File: src/rtl/la_cap_pkg.sv
// Shared types for the logic-analyzer capture controller.
package la_cap_pkg;

  typedef enum logic [2:0] {
    IDLE,
    PRETRIG,
    ARMED,
    POSTTRIG,
    DONE
  } cap_state_t;

  localparam int TO_W = 16;

endpackage

File: src/rtl/capture_ctrl_wrap_ctr.sv
// Modulo-MOD up-counter; clr has priority over inc, wraps MOD-1 -> 0.
module wrap_ctr #(
  parameter int MOD = 16,
  parameter int W   = $clog2(MOD)
) (
  input  logic         clk,
  input  logic         rst,
  input  logic         clr,
  input  logic         inc,
  output logic [W-1:0] cnt
);

  localparam logic [W-1:0] LAST = W'(MOD - 1);

  logic [W-1:0] cnt_q, cnt_d;

  always_comb begin
    cnt_d = cnt_q;
    if (clr) begin
      cnt_d = '0;
    end else if (inc) begin
      cnt_d = (cnt_q == LAST) ? '0 : cnt_q + W'(1);
    end
  end

  always_ff @(posedge clk) begin
    if (rst) cnt_q <= '0;
    else     cnt_q <= cnt_d;
  end

  assign cnt = cnt_q;

endmodule

File: src/rtl/capture_ctrl.sv
// Capture controller: pre-trigger fill, arm, post-trigger count into a circular sample RAM.
// Optional TRIG_TIMEOUT_EN adds an auto-trigger after to_limit armed writes.
module capture_ctrl
  import la_cap_pkg::*;
#(
  parameter int ENTRIES = 384,
  parameter int ADDR_W  = $clog2(ENTRIES)
) (
  input  logic              clk,
  input  logic              rst,
  input  logic              run,
  input  logic              abort,
  input  logic              wrt_smpl,
  input  logic              trig,
  input  logic [ADDR_W-1:0] trig_pos,
`ifdef TRIG_TIMEOUT_EN
  input  logic [TO_W-1:0]   to_limit,
  output logic              auto_trig,
`endif
  output logic              we,
  output logic [ADDR_W-1:0] waddr,
  output logic              set_armed,
  output logic              armed,
  output logic              triggered,
  output logic              capture_done,
  output logic [ADDR_W-1:0] trig_addr
);

  localparam logic [ADDR_W:0]   ENT_X  = (ADDR_W + 1)'(ENTRIES);
  localparam logic [ADDR_W-1:0] TP_MAX = ADDR_W'(ENTRIES - 1);

  cap_state_t        state_q, state_d;
  logic [ADDR_W-1:0] pre_cnt_q, pre_cnt_d;
  logic [ADDR_W-1:0] post_cnt_q, post_cnt_d;
  logic [ADDR_W-1:0] trig_addr_q, trig_addr_d;
  logic              set_armed_q, set_armed_d;
  logic [ADDR_W-1:0] tp;
  logic [ADDR_W:0]   pre_target, pre_next_x;
  logic              start, wr_ok, trig_eff, to_hit, pre_hit;

  always_comb begin
    tp = trig_pos;
    if (trig_pos == '0)                tp = ADDR_W'(1);
    else if ({1'b0, trig_pos} >= ENT_X) tp = TP_MAX;
  end

  assign pre_target = ENT_X - {1'b0, tp};
  assign pre_next_x = {1'b0, pre_cnt_q} + (ADDR_W + 1)'(1);
  assign pre_hit    = (pre_next_x == pre_target);
  assign start      = run & ~abort & ((state_q == IDLE) | (state_q == DONE));
  assign wr_ok      = wrt_smpl & ~abort & ~rst;
  assign trig_eff   = trig | to_hit;

  always_ff @(posedge clk) begin
    if (rst) state_q <= IDLE;
    else     state_q <= state_d;
  end

  always_comb begin
    state_d = state_q;
    if (abort) begin
      state_d = IDLE;
    end else begin
      case (state_q)
        IDLE, DONE: if (run)           state_d = PRETRIG;
        PRETRIG:    if (we && pre_hit) state_d = ARMED;
        ARMED:      if (trig_eff)      state_d = POSTTRIG;
        POSTTRIG:   if (post_cnt_q == '0) state_d = DONE;
        default:                       state_d = IDLE;
      endcase
    end
  end

  // Once post_cnt is exhausted the closing POSTTRIG cycle must not write.
  always_comb begin
    we           = 1'b0;
    armed        = 1'b0;
    triggered    = 1'b0;
    capture_done = 1'b0;
    case (state_q)
      PRETRIG:  we = wr_ok;
      ARMED:    begin we = wr_ok; armed = 1'b1; end
      POSTTRIG: begin we = wr_ok & (post_cnt_q != '0); triggered = 1'b1; end
      DONE:     begin triggered = 1'b1; capture_done = 1'b1; end
      default:  ;
    endcase
  end

  always_comb begin
    pre_cnt_d   = pre_cnt_q;
    post_cnt_d  = post_cnt_q;
    trig_addr_d = trig_addr_q;
    set_armed_d = (state_d == ARMED) && (state_q != ARMED);
    if (start) begin
      pre_cnt_d   = '0;
      post_cnt_d  = '0;
      trig_addr_d = '0;
    end else if (!abort) begin
      case (state_q)
        PRETRIG:  if (we) pre_cnt_d = pre_cnt_q + ADDR_W'(1);
        ARMED: if (trig_eff) begin
          trig_addr_d = waddr;
          post_cnt_d  = tp - ADDR_W'(we);
        end
        POSTTRIG: if (we) post_cnt_d = post_cnt_q - ADDR_W'(1);
        default:  ;
      endcase
    end
  end

  always_ff @(posedge clk) begin
    if (rst) begin
      pre_cnt_q   <= '0;
      post_cnt_q  <= '0;
      trig_addr_q <= '0;
      set_armed_q <= 1'b0;
    end else begin
      pre_cnt_q   <= pre_cnt_d;
      post_cnt_q  <= post_cnt_d;
      trig_addr_q <= trig_addr_d;
      set_armed_q <= set_armed_d;
    end
  end

`ifdef TRIG_TIMEOUT_EN
  logic [TO_W-1:0] to_cnt_q, to_cnt_d;
  logic            auto_trig_q, auto_trig_d;

  assign to_hit = (state_q == ARMED) && (to_limit != '0) && (to_cnt_q == to_limit);

  always_comb begin
    to_cnt_d    = to_cnt_q;
    auto_trig_d = auto_trig_q;
    if (state_d == ARMED && state_q != ARMED) to_cnt_d = '0;
    else if (state_q == ARMED && we)          to_cnt_d = to_cnt_q + TO_W'(1);
    if (start || abort) auto_trig_d = 1'b0;
    else if (to_hit)    auto_trig_d = 1'b1;
  end

  always_ff @(posedge clk) begin
    if (rst) begin
      to_cnt_q    <= '0;
      auto_trig_q <= 1'b0;
    end else begin
      to_cnt_q    <= to_cnt_d;
      auto_trig_q <= auto_trig_d;
    end
  end

  assign auto_trig = auto_trig_q;
`else
  assign to_hit = 1'b0;
`endif

  wrap_ctr #(.MOD(ENTRIES), .W(ADDR_W)) u_waddr (
    .clk (clk),
    .rst (rst),
    .clr (start),
    .inc (we),
    .cnt (waddr)
  );

  assign set_armed = set_armed_q;
  assign trig_addr = trig_addr_q;

endmodule

File: config.mk
export PLATFORM = sky130hd
export DESIGN_NAME = capture_ctrl
export DESIGN_NICKNAME = d
export VERILOG_FILES = /design/src/rtl/la_cap_pkg.sv /design/src/rtl/capture_ctrl_wrap_ctr.sv /design/src/rtl/capture_ctrl.sv
export SDC_FILE = /design/constraint.sdc
export NUM_CORES = 1
export LEC_CHECK = 0
export ABC_AREA = 1
export CAP_MARGIN = 20
export CORE_MARGIN = 2
export CORE_UTILIZATION = 49
export DETAILED_ROUTE_END_ITERATION = 12
export PLACE_DENSITY = 0.86
export SYNTH_ARGS = -nofsm -noshare
export SYNTH_HDL_FRONTEND = slang
export SYNTH_SLANG_ARGS = --single-unit
File: constraint.sdc
create_clock -name clk -period 2.3 [get_ports clk]
set_clock_uncertainty 0.2 [all_clocks]
set_input_delay 0.345 -clock clk [delete_from_list [all_inputs] [get_ports clk]]
set_output_delay 0.345 -clock clk [all_outputs]
set_load 0.03 [all_outputs]
# After elaboration in Yosys (flattened, before gate mapping)
# Index checks and enable logic that the tools add are counted.
# word_totals
register_bits	40
in_bits	15
# classes
n_addsub	6
order_cmp	1
eq_ne	10
mux	16
bitwise	8
n_reduce_logical	14
# ops
operator	count
$mux W9	5
$add A9 B1 Y9 const B	2
$logic_not A9 Y1	2
$pmux W9 S2	1
$mux W3	5
$pmux W3 S4	1
$add A9 B1 Y10 const B	1
$eq A10 B10 Y1	1
$sub A9 B9 Y10 const A	1
$eq A3 B2 Y1 const B	3
$eq A9 B9 Y1 const B	1
$ge A9 B9 Y1 const B	1
$reduce_bool A9 Y1	1
$sub A9 B1 Y9	1
$sub A9 B1 Y9 const B	1
$reduce_or A2 Y1	4
$reduce_and A3 Y1	2
$and A1 B1 Y1	5
$ne A2 B2 Y1 const B	2
$reduce_and A4 Y1	1
$eq A3 B1 Y1 const B	1
$eq A3 B3 Y1 const B	1
$logic_not A3 Y1	1
$mux W1	3
6 further kinds	8

# Depth between registers and ports, before layout
# logic_depth
depth_word	11
depth_mapped	19
depth_no_buf	19

# By module
# From an unflattened synthesis, not the netlist that was laid out.
# unflattened
hier_cells	426
hier_area_um2	2735.1
# modules_own_cells
mod	n_inst	cells_per_inst	area_per_inst_um2	seq_area_each_um2
capture_ctrl	1	360	2240.9	620.6
wrap_ctr	1	66	494.2	180.2

# Worst setup path after synthesis
# Ideal clock, no wire load.
# synth_path
kind	register to register
start	reg post_cnt_q[0]
end	reg post_cnt_q[6]
setup_ns	0.116
arrival_time_ns	2.123
required_ns	1.984
slack_ns	-0.139
path_stages_with_launch	16
path_buffers	0
path_cell_list	dfxtp_1 -> inv_1 -> ha_1 -> nand2_1 -> nor2_1 -> nand3_1 -> nand3_1 -> nand2_2 -> ha_1 -> ha_1 -> nand2_1 -> a21oi_1 -> o21ai_0 -> o211ai_1 -> o211ai_1 -> inv_1
# synth_between
elab_chain_len	6
word_cells_on_any_way	10
# synth_lines
element	line	source
start, declared	capture_ctrl.sv:34	logic [ADDR_W-1:0] post_cnt_q, post_cnt_d;
start signal, assigned	capture_ctrl.sv:119	post_cnt_q <= post_cnt_d;
$reduce_bool A9 Y1 (*)	capture_ctrl.sv:83	POSTTRIG: begin we = wr_ok & (post_cnt_q != '0); triggered = 1'b1; end
$and A1 B1 Y1 (*)	capture_ctrl.sv:83	
$pmux W1 S2 (*)	capture_ctrl.sv:80	case (state_q)
net we	capture_ctrl.sv:20	output logic we,
$sub A9 B1 Y9	capture_ctrl.sv:103	post_cnt_d = tp - ADDR_W'(we);
$mux W9	capture_ctrl.sv:101	ARMED: if (trig_eff) begin
$pmux W9 S2	capture_ctrl.sv:99	case (state_q)
# Mark *: on every way through the listed nets, which the timed path passes. The rest lies on a longest branch. The select of a mux whose other input is x is not followed.
# A chain may end at the register's enable or synchronous reset.

# Final worst setup path
# layout_path
start	reg pre_cnt_q[1]
end	reg state_q[0]
# layout_between
elab_chain_len	6
# layout_lines
element	line	source
start, declared	capture_ctrl.sv:33	logic [ADDR_W-1:0] pre_cnt_q, pre_cnt_d;
start signal, assigned	capture_ctrl.sv:118	pre_cnt_q <= pre_cnt_d;
$add A9 B1 Y10	capture_ctrl.sv:48	assign pre_next_x = {1'b0, pre_cnt_q} + (ADDR_W + 1)'(1);
$eq A10 B10 Y1	capture_ctrl.sv:49	assign pre_hit = (pre_next_x == pre_target);
$logic_and A1 B1 Y1	capture_ctrl.sv:66	PRETRIG: if (we && pre_hit) state_d = ARMED;
$mux W3	capture_ctrl.sv:66	
$pmux W3 S4	capture_ctrl.sv:64	case (state_q)
$mux W3	capture_ctrl.sv:61	if (abort) begin
end signal, assigned	capture_ctrl.sv:56	else state_q <= state_d;
end, declared	capture_ctrl.sv:32	cap_state_t state_q, state_d;
# Every way passes these cells.

==> out/qor.txt <==
Status - finished with violations
Failing checks - setup timing
Final period utilization - 102.4%
Post-Synthesis Cells - 407
Leakage power - 1.736 nW
Std-Cell Rows - 26
Max VDD drop - 371.0 µV
Synthesized flop and latch total - 40
Clock Latency Late Sink - 300 ps
Post-Place Cell Area - 3420 µm²
Via density - 5.718
Post-Syn Nets - 428
EDFF count, synth - 0
Number of H-tree levels - 2
Syn avg cell area - 6.321 µm²
Fin. Hold Viols - 0
CTS tree - built
Core area - 5075 µm²
Initial antenna violation count - 0
Dpl hpwl - 5938 µm
R2R cell count - 14
Final #Nets - 531
Setup crit end kind - flop
Final WL - 9232 µm
Top_reg_cell synth - dfxtp_1
Tightest Pin Transition - 490.1 ps
Inserted Diodes - 0
Worst setup path class - flop to flop
Placed cells - 562
Drt drc - 0
TritonCTS buffer count - 5
Reg-to-reg critical path startpoint - pre_cnt_q[1]
Deepest clock path buffer count - 2
Yosys warning count - 0
Logic gate share of total power - 15.5%
Clk sinks - 40
RSZ-0062 raised after global routing - true
GRT Overall Usage - 28.69%
Iter 0 DRT Violations - 437
Post-route setup slack - -55.85 ps
Share of layout cells above drive strength 1 - 28.18%
Worst-path fanout max - 4
Clock share of power - 39.5%
Post-synth ARST share - 0%
Min Clock Period, post-route - 2356 ps
Initial Utilization - 50.69%
Worst slew margin - 67.33%
Fin. max-slew vios - 0
Sw Pwr - 0.4114 mW
CP Data Required Time - 2310 ps
Critical Path AT - 2370 ps
Top Ports - 38
Die ar. - 5845 µm²
Sequential Power Share - 45.1%
Setup Viol. Count Final - 2
CP endpoint - state_q[0]
Cell area after synthesis - 2572 µm²
Clock slew at the register clock pins of the worst setup and hold paths - 90 ps
TNS Setup - -76.18 ps
Area Growth Syn to Fin - 46.25%
Pint - 1.128 mW
Clk Tree Root Cell - clkbuf_8
Total power - 1.539 mW
P per Cell Area - 409.1 nW/µm²
Fmax - 424.5 MHz
Post-synthesis sequential area ratio - 31.13%
CP Launch Type - flop
Fin area - 3762 µm²
Net Sw Frac - 26.73%
Total gr overflow - 0
Remaining antenna violation count - 0
Non-Filler Instances - 581
Worst R2R End - state_q[0]
R2R Setup Slk - -60 ps
MaxCap Viol Count - 0
CP startpoint - pre_cnt_q[1]
Number of global-route vias before repair - 3026
Wire per inst - 15.89 µm
First-pass GRT wire length - 13680 µm
RD Place Congestion - 0.9557
Pin count of the biggest net entering global routing - 19
Worst Hold Class - flop to flop
Die Wd - 76.46 µm
Die H - 76.46 µm
DR pass1 iterations - 5
Vias - 3322
IO buf count - 37
Library cells used by synthesis - 36
-- cell families after synthesis --
logic type                 count (synthesis)  share of synthesized area [%]
buffers and inverters                     73                          10.94
DFF                                       40                          31.13
xor gates and xnor gates                   9                          3.064
AOI/OAI and AO/OA                         77                          16.29
adders and majority gates                  6                          2.918
and+or+nand+nor                          202                          35.65
-- power groups by stage --
stage               logic [mW]  clock network [mW]  registers (mW)
floorplan               0.0899                   0           0.712
global placement         0.194                   0           0.711
detailed placement       0.199                   0           0.712
CTS                      0.207               0.607           0.695
global route             0.253               0.639           0.694
finish                   0.238               0.607           0.694
-- sequential cells by signal, summed over array words and instances (netlist names) --
signal and cells:
set_armed 1, trig_addr 9, pre_cnt_q 9, u_waddr.cnt 9
post_cnt_q 9, state_q 3
-- area by class of cell --
class / instances / area [µm²]
clock inverters: 3 / 46.29
inverters: 66 / 254.0
flip-flops and latches: 40 / 809.5
multi-input cells: 294 / 1674
clock buffers: 5 / 68.82
well taps: 70 / 87.58
fillers: 378 / 1313
repair buffers: 103 / 822.0
-- Yosys cell counts (2+ instances only) --
library cell	count	area, µm²
nor2_1	60	225.2
nor2_2	2	12.51
nor4_1	3	18.77
ha_1	6	75.07
nor3_1	9	45.04
buf_2	3	15.01
inv_2	5	18.77
nand2_1	74	277.8
nand3_1	34	170.2
inv_1	61	229.0
o22ai_1	2	12.51
a21oi_1	34	170.2
nand2_2	3	18.77
a31oi_1	3	18.77
o211ai_1	2	15.01
nor3_2	3	30.03
clkbuf_1	3	11.26
dfxtp_1	40	800.8
o21ai_0	27	135.1
nand4_1	3	18.77
a211oi_1	5	37.54
xor2_1	8	70.07
nor3b_1	4	30.03
-- what timing repair did --
action / CTS / global route
pin swaps: 16 / 22
hold buffers: 0 / 0
setup buffers: 8 / 3
gates resized for setup: 35 / 52
endpoints found under the setup margin: 8 / 19
-- metal layers --
layer / up-vias / part of all wire (%) / track usage (%)
met5: - / 0 / 0
met2: 209 / 50 / 51.59
met3: 57 / 7.3 / 5.332
met4: 0 / 4.8 / 11.82
li1: 1531 / - / -
met1: 1525 / 38 / 33.31
-- worst min path at each step --
stage,startpoint,to,slack [ps],cells after the start
floorplan,rst,state_q[0],220,1
global placement,trig_addr[4],trig_addr[4],270,2
detailed placement,trig_addr[6],trig_addr[6],280,2
CTS,trig_addr[6],trig_addr[6],300,2
global route,post_cnt_q[1],post_cnt_q[1],340,2
finish,trig_addr[6],trig_addr[6],290,2
-- stage by stage --
step / hold slack [ps] / worst slack (ps) / util [%]
finish: 294.9 / -55.85 / 74.14
CTS: 298.7 / 2.905 / 70.93
floorplan: 216.5 / 9.226 / -
global route: 340.3 / -146.5 / 74.14
global placement: 270.3 / -466.7 / 67.38
detailed placement: 278.8 / -594.6 / 67.38
-- critical path, stage by stage, from the launching register on --
cell and delay, ps:
dfxtp_4 370, ha_2 190, nand3_2 130, nor2_4 160, inv_1 80, o21bai_1 120
nand2_1 160, nand3_1 150, nand3_1 110, nor2_1 110, nand2_1 120, nand2_1 120
nand2_1 100, nand2_2 100, nor2_2 50
-- cell usage in the layout (no fill, tap or decap), drive strengths merged, types with 4 or more instances in the layout --
cell type       n
a211oi          5
a21oi          35
buf            73
clkbuf          9
clkdlybuf4s50  25
dfxtp          40
ha              6
inv            66
nand2          78
nand3          35
nor2           62
nor3           13
nor3b           4
nor4            4
o21ai          28
xor2            8
(Power assumes the default switching activity.)
==> RTL change (same settings) <==
The 5 states of `cap_state_t` get a one-hot encoding in 5 bits.
--- a/src/rtl/la_cap_pkg.sv
+++ b/src/rtl/la_cap_pkg.sv
@@ -2,10 +2,10 @@
 package la_cap_pkg;
 
-  typedef enum logic [2:0] {
-    IDLE,
-    PRETRIG,
-    ARMED,
-    POSTTRIG,
-    DONE
+  typedef enum logic [4:0] {
+    IDLE     = 5'b00001,
+    PRETRIG  = 5'b00010,
+    ARMED    = 5'b00100,
+    POSTTRIG = 5'b01000,
+    DONE     = 5'b10000
   } cap_state_t;
 
Formal check against the unedited RTL: no difference found for any inputs over 10 cycles, from zero or initial values and one cycle with rst high; not proved beyond that.
==> RTL change against the original RTL <==
- the flow still finishes with violations (setup timing)
- routed wire length down 6.6%
- area after synthesis is 3.4% higher
- sequential cell count is 2 higher
- setup slack lost 0.068 ns
- final cell count rose by 5.0%
- global-route usage decreased by 1.1 points
- final area is 5.1% higher
- power is 3.9% lower
- critical path type unchanged
==> RTL change: results (changes against the original RTL) <==
- IR drop worst, VDD: 0.296 mV, -20%
- placer congestion estimate: 0.935, -2.2%
- met3 usage in global routing: 0.0558, +0.00250
- Worst Setup Slack post-DPL: -0.700 ns, -0.105 ns
- First DRT Iteration DRCs: 306, -30%
- largest stage delay on the critical path: 0.34 ns, -0.03 ns
- Unique masters post-synth: 31, -14%
- detailed-route via count: 3,328, +0.18%
- per-instance average area after synthesis: 6.29 sq um, -0.51%
- start point of the critical path: post_cnt_q[1]
- relative max-transition margin: 0.784, +0.111
- met1 global-route usage: 0.331, -0.00217
- failing checks: setup timing
- total track usage: 0.276, -0.0106
- Avg Vias per Cell: 5.46, -4.6%
- CP Data Arrival Time: 2.42 ns, +0.05 ns
- final setup vio count: 6, +4
- status: finished with violations
- via count of the first global-routing pass: 3,183, +5.2%
- largest net degree at the start of global routing: 18, -1
- worst hold start: trig_addr[3]
- net count reported at finish: 560, +5.5%
- register area share after synthesis: 0.316, +0.00480
- critical path's slowest cell: sky130_fd_sc_hd__dfxtp_2
- maximum fanout along the worst path: 3, -1
- share of post-route cells with drive strength above 1: 0.287, +0.00524
- count of warnings emitted by yosys: 0, unchanged
- wire length per cell after detailed routing: 14.1 um, -11%
- LEAKAGE: 0.00181 uW, +4.2%
- Yosys reg bits: 42, +5.0%
- final HPWL from detailed placement: 5770 um, -2.8%
- global-route wire length before repair: 13,500 um, -1.3%
- leading post-synthesis cells by cell area: sky130_fd_sc_hd__dfxtp_1 (32%), sky130_fd_sc_hd__nand2_1 (13%), sky130_fd_sc_hd__inv_1 (9.2%)
- syn_nets: 444, +3.7%
- commonest cells in the synthesized netlist: sky130_fd_sc_hd__nand2_1 (91), sky130_fd_sc_hd__inv_1 (65), sky130_fd_sc_hd__nor2_1 (55)
- Worst Slack Setup Final: -0.123 ns, -0.0676 ns
RTL change: cell types whose count changed in the layout (fill, tap and decap cells not counted), moves of 4 or more:
cell	unedited run	this run
sky130_fd_sc_hd__xor2_1	7	3
sky130_fd_sc_hd__o21ai_2	1	5
sky130_fd_sc_hd__nor2_2	9	14
sky130_fd_sc_hd__dfxtp_1	35	39
sky130_fd_sc_hd__buf_2	5	0
sky130_fd_sc_hd__dlygate4sd2_1	0	8
sky130_fd_sc_hd__xnor2_1	0	5
sky130_fd_sc_hd__nand2_1	69	86
sky130_fd_sc_hd__buf_4	67	78
sky130_fd_sc_hd__nor2_1	50	40
sky130_fd_sc_hd__nand4_1	3	9
RTL change: cells by family after synthesis:
family,share of synthesized area
AOI/OAI and AO/OA,0.169
xor gates and xnor gates,0.0263
buffers and inverters,0.109
adders and majority gates,0.0282
DFF,0.316
and+or+nand+nor,0.351
RTL change: through the flow:
stage          hold WS, ns  utilization  setup TNS, ns  instance area, sq um
6_report             0.263        0.764         -0.354                  3950
3_5_place_dp         0.254        0.705          -4.33                  3640
5_1_grt              0.292        0.764          -1.12                  3950
2_1_floorplan        0.217            -         -0.448                  2700
3_3_place_gp         0.250        0.705          -3.21                  3640
4_1_cts              0.268        0.741         -0.107                  3830
RTL change: what timing repair did:
item	in CTS	in global routing
gates resized for setup	40	31
endpoints found under the setup margin	9	9
setup buffers	7	5
pin swaps	22	17
RTL change: routing by layer:
| metal | vias to the layer above | share of wire |
|---|---|---|
| li1 | 1615 | - |
| met1 | 1525 | 0.42 |
| met2 | 150 | 0.49 |
| met3 | 38 | 0.056 |
| met4 | 0 | 0.037 |
| met5 | - | 0 |
RTL change: cell type report:
cell class	count	area (sq um)
Fill cell	345	1220
Tap cell	70	87.6
Multi-Input combinational cell	307	1710
Inverter	68	263
Clock buffer	5	68.8
Timing Repair Buffer	115	953
Sequential cell	42	845
Clock inverter	3	25.0
RTL change: worst paths after layout:
kind / cells past startpoint / slack, ns / to
worst max register to register: 19 / -0.12 / post_cnt_q[8]
worst min register to register: 2 / 0.26 / trig_addr[3]
worst max-delay path: 19 / -0.12 / post_cnt_q[8]
worst min-delay path: 2 / 0.26 / trig_addr[3]
RTL change: where the power goes:
| part | switching [uW] | internal [uW] | leakage (uW) |
|---|---|---|---|
| clock network | 294 | 219 | 0.0000447 |
| logic | 125 | 111 | 0.00143 |
| registers | 2.38 | 728 | 0.000339 |
